**config.mk**
```make
export PLATFORM = sky130hd
export DESIGN_NAME = mem_stage
export DESIGN_NICKNAME = d
export VERILOG_FILES = /design/src/rtl/mem_stage.sv
export SDC_FILE = /design/constraint.sdc
export NUM_CORES = 1
export LEC_CHECK = 0
export ABC_AREA = 1
export BUFFER_PORTS_ARGS = -buffer_cell sky130_fd_sc_hd__buf_2
export CORE_UTILIZATION = 40
export CTS_BUF_LIST = sky130_fd_sc_hd__clkbuf_4 sky130_fd_sc_hd__clkbuf_8
export CTS_CLUSTER_DIAMETER = 30
export CTS_CLUSTER_SIZE = 30
export DETAILED_ROUTE_END_ITERATION = 10
export PLACE_DENSITY = 0.7
export SYNTH_ARGS = -nofsm -noshare
export SYNTH_HDL_FRONTEND = slang
export SYNTH_SLANG_ARGS = --single-unit
```
**constraint.sdc**
```tcl
create_clock -name clk -period 6.2 [get_ports clk]
set_input_delay 0.93 -clock clk [delete_from_list [all_inputs] [get_ports clk]]
set_output_delay 0.93 -clock clk [all_outputs]
set_load 0.1 [all_outputs]
```
**src/rtl/mem_stage.sv**
```systemverilog
`default_nettype none
// ============================================================================
// Module      : mem_stage
// Description : Memory-access stage of the five-stage pipeline. Latches the
//               EX->MEM bus, runs loads/stores over a req/ack data-memory
//               port, stalls the pipeline while an access is outstanding and
//               drives the MEM->WB bus plus MEM-stage forwarding info.
//               Optional macro MEM_TIMEOUT_EN adds an ACCESS watchdog that
//               abandons an access after TIMEOUT_CYCLES cycles without ack
//               and raises the sticky mem_err flag.
// Revision    : 1.0 - initial release
// ============================================================================
module mem_stage #(
  parameter int TIMEOUT_CYCLES = 255
) (
  input  logic          clk,
  input  logic          rst,
  input  logic [104:0]  ex_to_mem_bus,
  input  logic          flushM,
  input  logic          bubbleM,
  output logic [102:0]  mem_to_wb_bus,
  output logic          stall_mem,
  output logic [4:0]    reg_dest_mem,
  output logic          reg_w_en_mem,
  output logic [31:0]   mem_fwd_data,
  output logic          dm_req,
  output logic          dm_we,
  output logic [31:0]   dm_addr,
  output logic [31:0]   dm_wdata,
  input  logic [31:0]   dm_rdata,
  input  logic          dm_ack,
  output logic          mem_err
);

  // --------------------------------------------------------------------------
  // Parameter sanity: the watchdog counter is 8 bits wide.
  // --------------------------------------------------------------------------
  if (TIMEOUT_CYCLES < 1 || TIMEOUT_CYCLES > 255) begin : g_bad_timeout
    $error("mem_stage: TIMEOUT_CYCLES must be in 1..255");
  end

  typedef enum logic [1:0] {
    ST_IDLE   = 2'd0,
    ST_ACCESS = 2'd1,
    ST_DONE   = 2'd2
  } state_t;

  // Stage register and control state
  logic [104:0] r_q, r_d;
  state_t       state_q, state_d;
  logic         kill_q, kill_d;
  logic [31:0]  rdata_q, rdata_d;

  // Stage-register fields (EX->MEM layout, MSB first)
  logic [31:0]  r_pc;
  logic [4:0]   r_wb_addr;
  logic [31:0]  r_alu_out;
  logic [31:0]  r_store_data;
  logic         r_mem_read;
  logic         r_mem_write;
  logic         r_mem_to_reg;
  logic         r_wb_en;

  assign r_pc         = r_q[104:73];
  assign r_wb_addr    = r_q[72:68];
  assign r_alu_out    = r_q[67:36];
  assign r_store_data = r_q[35:4];
  assign r_mem_read   = r_q[3];
  assign r_mem_write  = r_q[2];
  assign r_mem_to_reg = r_q[1];
  assign r_wb_en      = r_q[0];

  // Incoming instruction needs the memory port
  logic ex_is_mem;
  assign ex_is_mem = ex_to_mem_bus[3] | ex_to_mem_bus[2];

  logic in_access;
  logic acked;
  logic timeout;
  logic discard;
  logic upd;
  logic enter_access;
  logic [31:0] load_data;

  assign in_access = (state_q == ST_ACCESS);
  assign acked     = in_access && dm_ack;

  // The stage only stalls while an access is still waiting for its ack;
  // a watchdog expiry frees the pipeline in the same cycle.
  assign stall_mem = in_access && !dm_ack && !timeout;

  // A killed access completing, or an abandoned one, leaves nothing for WB.
  assign discard = (acked && kill_q) || timeout;

  // The stage register updates whenever the stage is not stalled and either
  // the hazard unit lets it advance or a flush clears it (flush beats bubble).
  assign upd = !stall_mem && (flushM || !bubbleM);

  // A fresh memory instruction is captured this cycle (restarts the watchdog)
  assign enter_access = upd && !flushM && ex_is_mem;

  // Load data: bypassed from the port in the ack cycle, replayed from the
  // capture register while parked in DONE, zero otherwise and for stores.
  always_comb begin
    load_data = 32'd0;
    if (r_mem_read) begin
      if (acked) begin
        load_data = dm_rdata;
      end else if (state_q == ST_DONE) begin
        load_data = rdata_q;
      end
    end
  end

  // Memory port: address/data come straight from the stage register, so they
  // cannot move while the access is outstanding.
  assign dm_req   = in_access && !timeout;
  assign dm_we    = dm_req && r_mem_write;
  assign dm_addr  = {r_alu_out[31:2], 2'b00};
  assign dm_wdata = r_store_data;

  // MEM->WB bus: a bubble while stalled or when the result is dropped
  assign mem_to_wb_bus = (stall_mem || discard) ? 103'd0 :
                         {r_pc, r_wb_addr, load_data, r_alu_out,
                          r_mem_to_reg, r_wb_en};

  // Forwarding view of the instruction currently in MEM
  assign reg_dest_mem = r_wb_addr;
  assign reg_w_en_mem = r_wb_en && !stall_mem && !discard;
  assign mem_fwd_data = r_mem_to_reg ? load_data : r_alu_out;

  // Next-state logic for the stage register, FSM, kill flag and load buffer
  always_comb begin
    r_d     = r_q;
    state_d = state_q;
    kill_d  = kill_q;
    rdata_d = rdata_q;

    if (acked) begin
      rdata_d = dm_rdata;
      kill_d  = 1'b0;
      if (kill_q) begin
        // Flushed while in flight: throw the completed access away
        r_d     = 105'd0;
        state_d = ST_IDLE;
      end else begin
        // Completed but possibly unable to advance: park in DONE so the
        // access is never reissued
        state_d = ST_DONE;
      end
    end else if (timeout) begin
      r_d     = 105'd0;
      state_d = ST_IDLE;
      kill_d  = 1'b0;
    end else if (in_access && flushM) begin
      // The port cannot abort an access; remember to drop it on ack
      kill_d = 1'b1;
    end

    // A capture (or flush) overrides the completion bookkeeping above so the
    // instruction the hazard unit advances out of EX is never lost.
    if (upd) begin
      kill_d = 1'b0;
      if (flushM) begin
        r_d     = 105'd0;
        state_d = ST_IDLE;
      end else begin
        r_d     = ex_to_mem_bus;
        state_d = ex_is_mem ? ST_ACCESS : ST_IDLE;
      end
    end
  end

  // Stage register, FSM state, kill flag and load buffer
  always_ff @(posedge clk or posedge rst) begin
    if (rst) begin
      r_q     <= 105'd0;
      state_q <= ST_IDLE;
      kill_q  <= 1'b0;
      rdata_q <= 32'd0;
    end else begin
      r_q     <= r_d;
      state_q <= state_d;
      kill_q  <= kill_d;
      rdata_q <= rdata_d;
    end
  end

`ifdef MEM_TIMEOUT_EN
  localparam logic [7:0] c_timeout_cnt = 8'(TIMEOUT_CYCLES);

  logic [7:0] cnt_q, cnt_d;
  logic       mem_err_q, mem_err_d;

  // cnt_q holds the number of ACCESS cycles already spent without ack, so the
  // request is visible for exactly TIMEOUT_CYCLES cycles before abandonment.
  assign timeout = in_access && !dm_ack && (cnt_q == c_timeout_cnt);
  assign mem_err = mem_err_q;

  // Watchdog counter and sticky error next-state
  always_comb begin
    cnt_d     = cnt_q;
    mem_err_d = mem_err_q | timeout;
    if (enter_access) begin
      cnt_d = 8'd0;
    end else if (in_access && cnt_q != 8'hFF) begin
      cnt_d = cnt_q + 8'd1;
    end
  end

  // Watchdog counter and sticky error flag
  always_ff @(posedge clk or posedge rst) begin
    if (rst) begin
      cnt_q     <= 8'd0;
      mem_err_q <= 1'b0;
    end else begin
      cnt_q     <= cnt_d;
      mem_err_q <= mem_err_d;
    end
  end
`else
  logic unused_enter_access;

  assign timeout             = 1'b0;
  assign mem_err             = 1'b0;
  assign unused_enter_access = enter_access;
`endif

endmodule
`default_nettype wire
```
## Yosys cells after proc, flatten, opt, wreduce, memory -nomap -nowiden

Index checks and enable logic that the tools add are counted.

| cells by class | value |
|---|---|
| reductions and logical operators | 18 |
| bitwise logic cells | 1 |
| mux-type cells | 17 |
| equality and inequality tests | 2 |

Operators by type and width:

| cell | count |
|---|---|
| 105-bit 2-to-1 mux | 4 |
| 32-bit 2-to-1 mux | 4 |
| 103-bit 2-to-1 mux | 1 |
| 1-bit logical AND | 8 |
| 2-bit 2-to-1 mux | 3 |
| 1-bit 2-to-1 mux | 5 |
| 1-bit zero test | 4 |
| 2-bit nonzero test | 2 |
| 3-bit nonzero test | 1 |
| 2-bit by 1-bit == test with 1-bit output (second input constant) | 1 |
| 2-bit == test (second input constant) | 1 |
| 1-bit logical OR | 2 |
| 2-bit AND reduction | 1 |
| 1-bit OR | 1 |

| word-level totals | value |
|---|---|
| input port bits | 142 |
| register bits after elaboration | 140 |
| output and inout bits | 209 |

## Depth between registers and ports, before layout

Gate-level depths: netlist of the first run.

| depth | value |
|---|---|
| word-level depth | 6 |
| depth in mapped cells | 9 |
| gate-level depth less buffers | 6 |

## Worst setup path before layout of the first run

Ideal clock, no wire load.

| timing path | value |
|---|---|
| path kind | input-to-output |
| from | in dm_ack |
| to | out mem_to_wb_bus[100] |
| data arrival time | 3010 ps |
| stages on the path | 8 |
| required time | 5270 ps |
| slack | 2260 ps |
| cell sequence | buf_2 inv_1 nand2_2 buf_4 nand2_2 buf_4 buf_4 nor2_1 |

| between the ends | value |
|---|---|
| word-level cells in the longest chain between the ends | 4 |
| elaborated cells on any way between the ends | 6 |

Ends and longest elaborated chain:

| element | RTL line | source |
|---|---|---|
| start, declared | 31 | `input logic dm_ack,` |
| 1-bit zero test or 1-bit logical AND (tied branches) | 90, 86 |  |
| 1-bit logical AND, on equally long branches | 90, 93 |  |
| 1-bit logical OR (*) | 123 | `assign mem_to_wb_bus = (stall_mem \|\| discard) ? 103'd0 :` |
| 103-bit 2-to-1 mux (*) | 123 |  |
| end, declared | 21 | `output logic [102:0] mem_to_wb_bus,` |

Mark *: on every way between the ends. The rest lies on a longest branch, timed or not.

## Worst setup path after layout of the first run

| timing path | value |
|---|---|
| from | in dm_ack |
| to | out mem_to_wb_bus[33] |

The elaborated chain is that of the path after synthesis.

==> metrics.csv, run 1 <==
stage,metric,value,unit
final_layout,utilization,0.491,
critical_path,crit_arrival,3500,ps
critical_path,path_cells,buf_2 -> inv_1 -> nand2_4 -> nand2_4 -> nor2_1 -> buf_2,
clocking,cts_buffers,17,
grt,overflow,0,
floorplanning,die_height,143,um
routing,wire_per_inst,15.1,um
grt,grt_max_degree,106,
timing,fmax,0.226,GHz
clocking,cts_resized,0,
floorplanning,core-area,0.0195,mm^2
clocking,htreeDepth,4,
routing,firstDrtPassIters,6,
critical_path,setup.worst_path.class,input port to output port,
grt,grt_pass1_wl,37400,um
grt,grt_pass1_vias,7066,
critical_path,critPathLaunchType,input port,
final_layout,multi_input_area,0.00321,mm^2
timing,max_slew_margin,0.230,
critical_path,worstReg2RegStart,state_q[0]$_DFFE_PP0N_,
final_layout,syn2layout_area_growth,20.7,%
final_layout,insertedDiodeCount,0,
clocking,cts_tree,built,
placed_design,gp_congestion,0.787,
synthesis,postSynthAreaPerCell,7.14,um^2
floorplanning,start_util,0.407,
floorplanning,dieArea,0.0204,mm^2
timing,slew_viol_final,0,
power_and_ir_drop,leakagePower,0.00580,uW
routing,dr.first_iter.drc_count,526,
final_layout,ff_latch_area,0.00350,mm^2
synthesis,synth-seq-cells,140,
critical_path,crit_path_end,mem_to_wb_bus[33],
synthesis,synth-seq-area-share,0.442,
grt,antenna_found_initial,1,
clocking,post_cts_buffers,0,
timing,fin_skew,13.0,ps
timing,final-setup-viol-count,0,
critical_path,cp_slowest_cell,nand2_4,
final_layout,final_area,0.00956,mm^2
floorplanning,io_pins,351,
clocking,clockRootBuffer,clkbuf_8,
timing,hold_violations,0,
clocking,clkSinkCount,140,
final_layout,n_fill_cell,2000,
power_and_ir_drop,irDropWorstVdd,0.132,mV
timing,post-route-period-util,0.714,
grt,track_usage,0.237,
final_layout,fin_nets,1468,
status,status,"complete, no violations",
critical_path,r2r_end,r_q[51]$_DFFE_PP0P_,
power_and_ir_drop,p_total,2940,uW
routing,wl,24300,um
synthesis,synthDistinctLibCells,17,
timing,fin_crit,4430,ps
routing,via_count,8041,
worst_hold_path,min_path_type,flop to flop,
worst_hold_path,hold_depth,2,
critical_path,r2r_slack,3000,ps
critical_path,end_kind,output port,
power_and_ir_drop,powerDensity,307,mW/mm^2
critical_path,crit_fanout,104,
clocking,cts_buffer_depth,2,
job,max_cap_viol_count,0,
timing,finalSetupTns,0,ps
critical_path,worst_r2r_path_depth,8,
floorplanning,placementRows,51,
floorplanning,die_w,143,um
final_layout,final_cell_mix,"nand2_1, buf_2, nand4_1, dfrtp_1, nor2_1",
final_layout,layout-drive-gt1-share,0.298,
clocking,holdBufCountCts,0,
clocking,clkTransAtPathRegs,80,ps
critical_path,crit_required,5270,ps
timing,worst_slew_pin_slew,1150,ps
timing,rsz0062_at_grt,no,
routing,routed_via_density,5.02,
synthesis,synth_area,0.00792,mm^2
critical_path,max_stage_delay,870,ps
final_layout,final_common_cell,nand2_1,
placed_design,place_area,0.00916,mm^2
placed_design,hpwlAfterDp,15900,um
synthesis,yosys_warnings,0,
clocking,clock_latency,440,ps
routing,drc_errors,0,
placed_design,io_buffers,347,
routing,drt.antenna.violating_nets,0,
synthesis,synthCells,1109,
critical_path,crit_start,dm_ack,
final cells by class:
cell class / count / share of cell area
clock buffer: 19 / 0.0274
clock inverter: 12 / 0.0145
inverter: 80 / 0.0322
multi-input combinational: 731 / 0.336
sequential: 140 / 0.367
tap: 265 / 0.0347
timing repair buffer: 356 / 0.189
worst min-delay path by stage:
stage	end	slack (ps)	start
floorplan	r_q[0]$_DFFE_PP0P_	450	r_q[0]$_DFFE_PP0P_
global placement	r_q[32]$_DFFE_PP0P_	460	r_q[32]$_DFFE_PP0P_
detailed placement	r_q[11]$_DFFE_PP0P_	460	r_q[11]$_DFFE_PP0P_
CTS	r_q[7]$_DFFE_PP0P_	480	r_q[7]$_DFFE_PP0P_
global route	r_q[73]$_DFFE_PP0P_	500	r_q[73]$_DFFE_PP0P_
finish	r_q[11]$_DFFE_PP0P_	480	r_q[11]$_DFFE_PP0P_
metal layers:
| metal | share of wire | global-route usage | vias up |
|---|---|---|---|
| met1 | 0.43 | 0.307 | 3758 |
| met2 | 0.49 | 0.390 | 352 |
| met4 | 0.017 | 0.0781 | 2 |
| met5 | 0.00033 | 0 | - |
| li1 | - | - | 3897 |
| met3 | 0.067 | 0.0540 | 32 |
cells in the mapped netlist, drive strengths merged:
cell type / instances / area [um^2]
inv: 80 / 300
nor2: 109 / 417
o21a: 1 / 7.51
nand2: 413 / 1560
buf: 113 / 756
clkbuf: 47 / 176
conb: 1 / 3.75
dfrtp: 140 / 3500
nand4: 139 / 870
o21ai: 32 / 160
nand3: 33 / 165
or2: 1 / 6.26
registers in the layout, summed over array words and instances (netlist names):
name / count
state_q: 2
rdata_q: 32
r_q: 105
kill_q: 1
metrics by stage:
step | worst slack (ps) | hold slack (ps) | std cells
finish | 1770 | 482 | 1603
global route | 1550 | 497 | 1603
CTS | 1750 | 482 | 1603
detailed placement | 1780 | 460 | 1572
global placement | 1860 | 459 | 1572
floorplan | 1520 | 449 | 1111
kinds of logic (layout without fill, tap and decap cells):
family	Yosys count	in the layout	synth area share
simple gates	695	695	0.381
compound gates	33	33	0.0212
flops	140	140	0.442
other cells	1	3	0.000473
buf+inv	240	467	0.156
worst max-delay path, delay by kind of cell:
kind	cells	cell delay [ps]
buffers and inverters	3	1160
and+or+nand+nor	3	1350
power breakdown:
part           switching, uW  total [uW]  internal, uW  leakage [uW]
combinational            921        1090           167       0.00377
clock                    380         761           381      0.000191
sequential              71.4        1090          1020       0.00184
No activity file was read; power rests on OpenSTA's default activity.
==> inputs of run 2 (changes only) <==
clock period = 4.2 ns   (was 6.2 ns; I/O delays follow)
==> run 2 against run 1 <==
- worst hold slack worse by 74 ps
- global-route usage is 2.3 points higher
- utilization is 8.6 points higher
- total power is 59% higher
- routed wire length is 6.8% higher
- clock-buffer cell count is 3 higher
- critical endpoint is now mem_fwd_data[5]
- largest cell class unchanged
==> metrics.csv, run 2 (synthesized netlist as in run 1, its figures left out) <==
stage,metric,value,unit,change
status,status,"complete, no violations",,
worst_hold_path,min_path_type,input port to async pin,,
critical_path,path_depth,8,,+2
routing,drc_errors,0,,unchanged
timing,finalSetupTns,0,ps,unchanged
critical_path,end_kind,output port,,
timing,rsz0062_at_grt,no,,
critical_path,cp_slowest_cell,nor2_2,,
placed_design,gp_congestion,0.849,,+7.9%
placed_design,io_buffers,347,,unchanged
power_and_ir_drop,irDropWorstVdd,0.200,mV,+52%
critical_path,crit_required,3570,ps,-1700 ps
grt,overflow,0,,unchanged
clocking,clkSinkCount,140,,unchanged
floorplanning,die_w,143,um,unchanged
floorplanning,dieArea,0.0204,mm^2,unchanged
timing,hold_violations,0,,unchanged
critical_path,path_cells,inv_2 -> nor2_2 -> buf_4 -> nand2_1 -> nand2_1 -> nand3_1 -> nand2_1 -> buf_2,,
clocking,cts_buffers,17,,unchanged
power_and_ir_drop,p_total,4690,uW,+59%
floorplanning,die_height,143,um,unchanged
routing,firstDrtPassIters,5,,-1
timing,post-route-period-util,0.841,,
clocking,clock_latency,440,ps,about the same
job,max_cap_viol_count,0,,unchanged
grt,grt_max_degree,141,,+33%
final_layout,layout-drive-gt1-share,0.301,,+0.00261
grt,track_usage,0.260,,+0.0227
final_layout,final_common_cell,nand2_1,,
floorplanning,placementRows,51,,unchanged
clocking,post_cts_buffers,0,,unchanged
timing,fmax,0.283,GHz,
critical_path,critical-path-top-delay-family,buffers and inverters,,
critical_path,critPathLaunchType,flop,,
clocking,htreeDepth,4,,unchanged
final_layout,syn2layout_area_growth,41.9,%,
final_layout,reg_top3,"r_q: 105 flops, rdata_q: 32 flops, state_q: 2 flops",,
final_layout,utilization,0.578,,+0.0863
critical_path,crit_arrival,2900,ps,-600 ps
critical_path,setup.worst_path.class,flop to output port,,
timing,finalWorstSetupSlack,667,ps,-1110 ps
final_layout,largest_register,r_q,,
routing,routed_via_density,5.06,,+0.85%
routing,wl,25900,um,+6.8%
placed_design,hpwlAfterDp,17500,um,+10%
final_layout,fin_nets,1473,,+0.34%
clocking,cts_buffer_depth,2,,unchanged
timing,worst_slew_pin_slew,1160,ps,+2.50 ps
routing,drt.antenna.violating_nets,0,,unchanged
clocking,holdBufCountCts,0,,unchanged
timing,slew_viol_final,0,,unchanged
routing,via_count,8140,,+1.2%
routing,wire_per_inst,16.1,um,+6.4%
grt,grt_pass1_wl,41000,um,+9.8%
routing,dr.first_iter.drc_count,464,,-12%
timing,final-setup-viol-count,0,,unchanged
final_layout,n_fill_cell,1734,,-13%
clocking,clkTransAtPathRegs,80,ps,about the same
placed_design,dp_worst_setup_slack,868,ps,-909 ps
floorplanning,io_pins,351,,unchanged
clocking,clockRootBuffer,clkbuf_8,,
critical_path,crit_fanout,35,,-66%
grt,grt_pass1_vias,7854,,+11%
grt,antenna_found_initial,0,,-1
final_layout,largest_reg_flops,105,,unchanged
critical_path,worst_r2r_path_depth,8,,unchanged
timing,fin_skew,10.1,ps,-2.94 ps
critical_path,cp_num_buf_inv,3,,unchanged
clocking,cts_tree,built,,
timing,fin_crit,3530,ps,
power_and_ir_drop,powerDensity,417,mW/mm^2,+36%
floorplanning,start_util,0.407,,unchanged
final_layout,stdcell_count,1609,,+0.37%
critical_path,max_stage_delay,510,ps,-360 ps
critical_path,cpMostUsedCell,nand2_1,,
power_and_ir_drop,leakagePower,0.00618,uW,+6.7%
placed_design,place_inst,1577,,+0.32%
clocking,cts_resized,0,,unchanged
final_layout,final_cell_mix,"nand2_1, buf_2, nand4_1, dfrtp_1, nor2_1",,
floorplanning,core-area,0.0195,mm^2,unchanged
timing,max_slew_margin,0.229,,-0.00167
==> run 2: changes by cell type in the layout (fill, tap and decap cells not counted), moves of 2 or more <==
cell / before / now
buf_12: 0 / 106
buf_2: 347 / 243
buf_4: 9 / 12
bufinv_16: 2 / 4
clkbuf_8: 19 / 21
clkinvlp_4: 4 / 2
inv_6: 4 / 1
==> run 2: through the flow <==
step	hold WS (ps)	instance area (um^2)
after CTS	396	11200
after detailed placement	460	10800
after global routing	396	11200
after global placement	460	10800
final	408	11200
after floorplan	449	7930
==> run 2: final cells by class <==
cell class              instances  area [um^2]  area share
flip-flops and latches        140         3500       0.312
repair buffers                361         3430       0.305
multi-input cells             731         3210       0.286
well taps                     265          332      0.0295
inverters                      80          307      0.0273
clock buffers                  22          297      0.0264
clock inverters                 9          159      0.0141
diodes                          1         2.50    0.000223
==> run 2: path summary, 6_finish.rpt <==
| kind | from | end | slack, ps |
|---|---|---|---|
| worst max register to register | state_q[0]$_DFFE_PP0N_ | r_q[28]$_DFFE_PP0P_ | 1390 |
| min in group clk | ex_to_mem_bus[71] | r_q[71]$_DFFE_PP0P_ | 440 |
| worst max-delay path | state_q[1]$_DFFE_PP0N_ | mem_fwd_data[5] | 670 |
| worst min-delay path | rst | r_q[30]$_DFFE_PP0P_ | 410 |
| max in group asynchronous | rst | r_q[3]$_DFFE_PP0P_ | 3200 |
| worst min register to register | r_q[4]$_DFFE_PP0P_ | r_q[4]$_DFFE_PP0P_ | 480 |
==> run 2: worst min-delay path, cell delays in order <==
cell and delay (ps):
buf_2 110, clkinvlp_4 70, buf_12 540
==> run 2: report_power, final <==
part	switching (uW)	internal [uW]
clock network	531	718
registers	111	1500
logic	1400	426
total	2040	2650
==> run 2: layer usage <==
metal  vias up  global-route usage  share of wire
met4         0              0.0900          0.021
met3        36              0.0718          0.075
met5         -                   0              0
met2       338               0.431           0.49
met1      3861               0.324           0.41
li1       3905                   -              -
